**config.mk**
```make
export PLATFORM = sky130hd
export DESIGN_NAME = golden_nonce_uart_tx
export DESIGN_NICKNAME = d
export VERILOG_FILES = /design/src/rtl/golden_nonce_uart_tx.sv
export SDC_FILE = /design/constraint.sdc
export NUM_CORES = 1
export LEC_CHECK = 0
export ABC_AREA = 1
export CORE_ASPECT_RATIO = 2
export CORE_MARGIN = 2
export CORE_UTILIZATION = 60
export CTS_BUF_LIST = sky130_fd_sc_hd__clkbuf_8
export CTS_CLUSTER_DIAMETER = 100
export DETAILED_ROUTE_END_ITERATION = 8
export GPL_ROUTABILITY_DRIVEN = 0
export PLACE_DENSITY = 0.78
export SLEW_MARGIN = 25
export SYNTH_ARGS = -nofsm -noshare
export SYNTH_HDL_FRONTEND = slang
export SYNTH_SLANG_ARGS = --single-unit
```
**constraint.sdc**
```tcl
create_clock -name hash_clk -period 4.1 [get_ports hash_clk]
set_input_delay 0.82 -clock hash_clk [delete_from_list [all_inputs] [get_ports hash_clk]]
set_output_delay 0.82 -clock hash_clk [all_outputs]
set_load 0.02 [all_outputs]
```
**src/rtl/golden_nonce_uart_tx.sv**
```systemverilog
`default_nettype none
// ============================================================================
// Module      : golden_nonce_uart_tx
// Description : Buffers golden nonces reported by the miner in a small FIFO
//               and sends each one as four 8N1 UART bytes, MSB byte first.
// Revision    : 1.0 - initial release
// ============================================================================
module golden_nonce_uart_tx #(
  parameter int CLKS_PER_BIT    = 868,
  parameter int FIFO_DEPTH_LOG2 = 2
) (
  input  logic                     hash_clk,
  input  logic                     reset,
  input  logic                     new_golden_nonce,
  input  logic [31:0]              golden_nonce,
  output logic                     uart_tx,
  output logic                     busy,
  output logic [FIFO_DEPTH_LOG2:0] fifo_count,
  output logic                     overflow
);

  localparam int c_depth = 1 << FIFO_DEPTH_LOG2;
  localparam int c_cnt_w = (CLKS_PER_BIT > 1) ? $clog2(CLKS_PER_BIT) : 1;
  localparam logic [c_cnt_w-1:0]         c_cnt_last = c_cnt_w'(CLKS_PER_BIT - 1);
  localparam logic [FIFO_DEPTH_LOG2:0]   c_full     = (FIFO_DEPTH_LOG2 + 1)'(c_depth);

  typedef enum logic [1:0] {
    S_IDLE  = 2'd0,
    S_START = 2'd1,
    S_DATA  = 2'd2,
    S_STOP  = 2'd3
  } state_t;

  // FIFO storage and bookkeeping
  logic [31:0]                r_mem [c_depth];
  logic [FIFO_DEPTH_LOG2-1:0] r_wr_ptr;
  logic [FIFO_DEPTH_LOG2-1:0] r_rd_ptr;
  logic [FIFO_DEPTH_LOG2:0]   r_count;
  logic                       r_overflow;

  // Transmitter state
  state_t                     r_state;
  logic [c_cnt_w-1:0]         r_clk_cnt;
  logic [2:0]                 r_bit_idx;
  logic [1:0]                 r_byte_idx;
  logic [31:0]                r_shift;
  logic                       r_tx;
  logic                       r_busy;

  // Next-state values
  state_t                     w_state_next;
  logic [c_cnt_w-1:0]         w_clk_cnt_next;
  logic [2:0]                 w_bit_next;
  logic [1:0]                 w_byte_next;
  logic [31:0]                w_shift_next;
  logic [7:0]                 w_cur_byte;
  logic                       w_tx_next;

  logic                       w_pop;
  logic                       w_push;
  logic                       w_drop;

  // A pop frees a slot on the same edge, so a full FIFO still accepts a
  // nonce that arrives exactly when the transmitter takes the head.
  assign w_pop  = (r_state == S_IDLE) && (r_count != '0);
  assign w_push = new_golden_nonce && ((r_count != c_full) || w_pop);
  assign w_drop = new_golden_nonce && !w_push;

  // FIFO pointers, occupancy and the sticky drop flag
  always_ff @(posedge hash_clk or posedge reset) begin
    if (reset) begin
      r_wr_ptr   <= '0;
      r_rd_ptr   <= '0;
      r_count    <= '0;
      r_overflow <= 1'b0;
    end else begin
      if (w_push) begin
        r_wr_ptr <= r_wr_ptr + 1'b1;
      end
      if (w_pop) begin
        r_rd_ptr <= r_rd_ptr + 1'b1;
      end
      if (w_push && !w_pop) begin
        r_count <= r_count + 1'b1;
      end else if (!w_push && w_pop) begin
        r_count <= r_count - 1'b1;
      end
      if (w_drop) begin
        r_overflow <= 1'b1;
      end
    end
  end

  // FIFO data array; contents are don't-care until written
  always_ff @(posedge hash_clk) begin
    if (w_push) begin
      r_mem[r_wr_ptr] <= golden_nonce;
    end
  end

  // Next-state, bit timing and the registered line level for the next cycle
  always_comb begin
    w_state_next   = r_state;
    w_clk_cnt_next = r_clk_cnt;
    w_bit_next     = r_bit_idx;
    w_byte_next    = r_byte_idx;
    w_shift_next   = r_shift;
    w_cur_byte     = 8'h00;
    w_tx_next      = 1'b1;

    case (r_state)
      S_IDLE: begin
        if (w_pop) begin
          w_state_next   = S_START;
          w_clk_cnt_next = '0;
          w_byte_next    = 2'd0;
          w_shift_next   = r_mem[r_rd_ptr];
        end
      end
      S_START: begin
        if (r_clk_cnt == c_cnt_last) begin
          w_state_next   = S_DATA;
          w_clk_cnt_next = '0;
          w_bit_next     = 3'd0;
        end else begin
          w_clk_cnt_next = r_clk_cnt + 1'b1;
        end
      end
      S_DATA: begin
        if (r_clk_cnt == c_cnt_last) begin
          w_clk_cnt_next = '0;
          if (r_bit_idx == 3'd7) begin
            w_state_next = S_STOP;
          end else begin
            w_bit_next = r_bit_idx + 1'b1;
          end
        end else begin
          w_clk_cnt_next = r_clk_cnt + 1'b1;
        end
      end
      S_STOP: begin
        if (r_clk_cnt == c_cnt_last) begin
          w_clk_cnt_next = '0;
          if (r_byte_idx != 2'd3) begin
            // Next byte moves into the top of the shift register
            w_byte_next  = r_byte_idx + 1'b1;
            w_shift_next = {r_shift[23:0], 8'h00};
            w_state_next = S_START;
          end else begin
            w_state_next = S_IDLE;
          end
        end else begin
          w_clk_cnt_next = r_clk_cnt + 1'b1;
        end
      end
      default: begin
        w_state_next = S_IDLE;
      end
    endcase

    // Line level is derived from where the FSM will be, so it can be registered
    w_cur_byte = w_shift_next[31:24];
    case (w_state_next)
      S_START: w_tx_next = 1'b0;
      S_DATA:  w_tx_next = w_cur_byte[w_bit_next];
      default: w_tx_next = 1'b1;
    endcase
  end

  // FSM state register with registered line and busy outputs
  always_ff @(posedge hash_clk or posedge reset) begin
    if (reset) begin
      r_state    <= S_IDLE;
      r_clk_cnt  <= '0;
      r_bit_idx  <= 3'd0;
      r_byte_idx <= 2'd0;
      r_shift    <= 32'h0;
      r_tx       <= 1'b1;
      r_busy     <= 1'b0;
    end else begin
      r_state    <= w_state_next;
      r_clk_cnt  <= w_clk_cnt_next;
      r_bit_idx  <= w_bit_next;
      r_byte_idx <= w_byte_next;
      r_shift    <= w_shift_next;
      r_tx       <= w_tx_next;
      r_busy     <= (w_state_next != S_IDLE);
    end
  end

  assign uart_tx    = r_tx;
  assign busy       = r_busy;
  assign fifo_count = r_count;
  assign overflow   = r_overflow;

endmodule
`default_nettype wire

```
==> results.sh <==
export IMPL_outcome="complete, no violations"
export IMPL_clock_sinks=187
export IMPL_setup_viol=0
export IMPL_cts_buffers=17
export IMPL_hold_viol=0
export IMPL_synthTopCellsByCount="nand2_1, edfxtp_1, inv_1"
export IMPL_crit_path_frequent_cell="inv_1"
export IMPL_path_max_fanout=17
export IMPL_dieArea_um2=14800
export IMPL_hold_path_class="register to register"
export IMPL_clk_pin_slew_ns=0.11
export IMPL_syn_area_per_cell_um2=10.5
export IMPL_tritoncts="built"
export IMPL_ys_ff_latch=187
export IMPL_core_region_area_um2=13500
export IMPL_fin_util=0.682
export IMPL_finClkSkew_ns=0.0212
export IMPL_final_cell_count_no_fill=993
export IMPL_avgViaCountPerCell=5.85
export IMPL_grt_max_degree=66
export IMPL_synth_cell_type_count=49
export IMPL_ir_drop_v=0.000357
export IMPL_vias=5813
export IMPL_wl_um=17800
export IMPL_synth_seq_area_share=0.641
export IMPL_drc=0
export IMPL_crit_required_ns=4.46
export IMPL_slew_viol_final=0
export IMPL_postCtsHoldBufs=0
export IMPL_power_density_nw_per_um2=679
export IMPL_ant_nets=0
export IMPL_cts_max_path_buffers=2
export IMPL_htreeDepth=4
export IMPL_grt_pass1_vias=5876
export IMPL_slowest_stage="dfrtp_1"
export IMPL_synthCells=791
export IMPL_antenna_found_initial=0
export IMPL_tns_ns=0
export IMPL_synth_top_area_frac=0.463
export IMPL_path_cells="inv_1, ha_1, inv_1, a21oi_4, inv_2, ha_1, inv_1, fa_1, mux2_2"
export IMPL_hpwl_um=11900
export IMPL_post_dp_cell_area_um2=8800
export IMPL_max_freq_ghz=0.352
export IMPL_die_y_um=170
export IMPL_synth_nets=840
export IMPL_syn_cell_area_um2=8300
export IMPL_post_cts_buffers=0
export IMPL_numPortBuffers=40
export IMPL_start_util=0.614
export IMPL_placedCellCount=961
export IMPL_final_area_um2=9220
export IMPL_cts_root_buf="clkbuf_8"
export IMPL_die_w_um=87.2
export IMPL_endpoint_kind="register"
export IMPL_p_leak_nw=3.69
export IMPL_period_share=0.693
export IMPL_worstMarginPinSlew_ns=0.796
export IMPL_insertedDiodeCount=0
export IMPL_drive_above_1_share=0.0979
export IMPL_clock_latency_ns=0.46
export IMPL_nNetsFinal=874
export IMPL_yosys_area_top_type="edfxtp_1"
export IMPL_wire_per_inst_um=18.0
export IMPL_synth_ff_type="edfxtp_1"
export IMPL_synth_most_common_cell="nand2_1"
export IMPL_grt_pass1_wl_um=28500
export IMPL_slowest_delay_ns=0.46
export IMPL_synthTopCellsByArea="edfxtp_1, dfrtp_1, nand2_1"
export IMPL_rr_worst_depth=9
export IMPL_grt_overflow=0
export IMPL_async_reset_ff_frac=0.316
export IMPL_cts_resized_gates=0
export IMPL_post_route_min_period_ns=2.84
export IMPL_first_iter_violations=446
export IMPL_ys_warn_count=0
export IMPL_max_slew_margin=0.469
export IMPL_maxCapViolations=0
export IMPL_rsz0062_at_grt="no"
export IMPL_num_rows=60
export IMPL_startpoint_type="register"
export IMPL_area_growth_pct=11.1
export IMPL_min_path_cells=1
export IMPL_grt_use_total=0.253
export IMPL_worstSetupPathType="register to register"
export IMPL_worstPathArrival_ns=3.20
export IMPL_pin_count=41
export IMPL_drtPass1Iterations=6
export IMPL_synth_edff_count=128
==> flip-flops by register name (all words and copies together), names as in the netlist <==
| register | flops |
|---|---|
| r_bit_idx | 3 |
| uart_tx | 1 |
| r_clk_cnt | 10 |
| r_byte_idx | 2 |
| r_mem | 128 |
| r_wr_ptr | 2 |
| r_state | 2 |
| busy | 1 |
| r_rd_ptr | 2 |
| fifo_count | 3 |
| r_shift | 32 |
| overflow | 1 |
==> layer usage <==
metal / part of all wire / track usage
met1: 0.36 / 0.271
met2: 0.55 / 0.458
met3: 0.038 / 0.0422
met4: 0.050 / 0.142
met5: 0 / 0
==> worst paths after layout <==
| path | from | to | slack, ns |
|---|---|---|---|
| max | r_state[0]$_DFF_PP0_ | fifo_count[1]$_DFFE_PP0P_ | 1.26 |
| min | overflow$_DFFE_PP0P_ | overflow$_DFFE_PP0P_ | 0.49 |
| max reg2reg | r_state[0]$_DFF_PP0_ | fifo_count[1]$_DFFE_PP0P_ | 1.26 |
| min reg2reg | overflow$_DFFE_PP0P_ | overflow$_DFFE_PP0P_ | 0.49 |
| max in group asynchronous | reset | r_rd_ptr[0]$_DFFE_PP0N_ | 2.57 |
| min in group asynchronous | reset | busy$_DFF_PP0_ | 0.79 |
==> stage by stage <==
stage               power, mW  worst slack, ns  hold WS, ns
finish                   6.25             1.26        0.487
global route             6.65             1.15        0.531
CTS                      6.26             1.26        0.492
detailed placement       5.04             1.13        0.462
global placement         4.93             1.22        0.459
floorplan                4.35            0.984        0.447
==> layout by cell type, fill, tap and decap left out, drive strengths merged, types with 2 or more instances in the layout <==
cell type      count
o21bai             2
a32oi              5
o21ai             54
nand4              4
clkdlybuf4s50     40
clkinv             8
o22ai             10
clkbuf            17
dfrtp             58
inv               87
a221oi            11
a31oi              3
o41ai              2
nor3b              3
nor3               5
xnor2              2
nand2            203
or2                6
a211oi             2
a21oi             35
nand3             64
edfxtp           128
ha                13
xor2               3
nor2              53
buf               10
==> logic make-up (layout without fill, tap and decap cells) <==
logic type      count (synthesis)  count (layout)  share of synthesized area
mux                             1               1                    0.00136
compound gates                128             128                     0.0936
xor+xnor                        5               5                    0.00528
fa+ha+maj                      14              14                     0.0220
simple gates                  340             340                      0.179
flops                         187             187                      0.641
buf+inv                       116             163                     0.0577
==> where the power goes <==
group | switching (mW) | internal [mW]
clock | 0.717 | 0.517
sequential | 0.199 | 2.52
combinational | 1.59 | 0.710
total | 2.51 | 3.74
==> worst max-delay path, delay by kind of cell (launching register included) <==
family	cells	cell delay, ns
adders and majority gates	3	0.98
buffers and inverters	4	0.67
DFF	1	0.46
AOI/OAI and AO/OA	1	0.37
muxes	1	0.26
==> cell type report <==
cell class              count  area, um2
multi-input cells         488       2510
fillers                  1004       4300
flip-flops and latches    187       5320
well taps                 155        194
clock buffers              17        234
repair buffers             50        475
inverters                  81        305
clock inverters            15        178
Note: power is estimated with default switching activity, not from simulation.
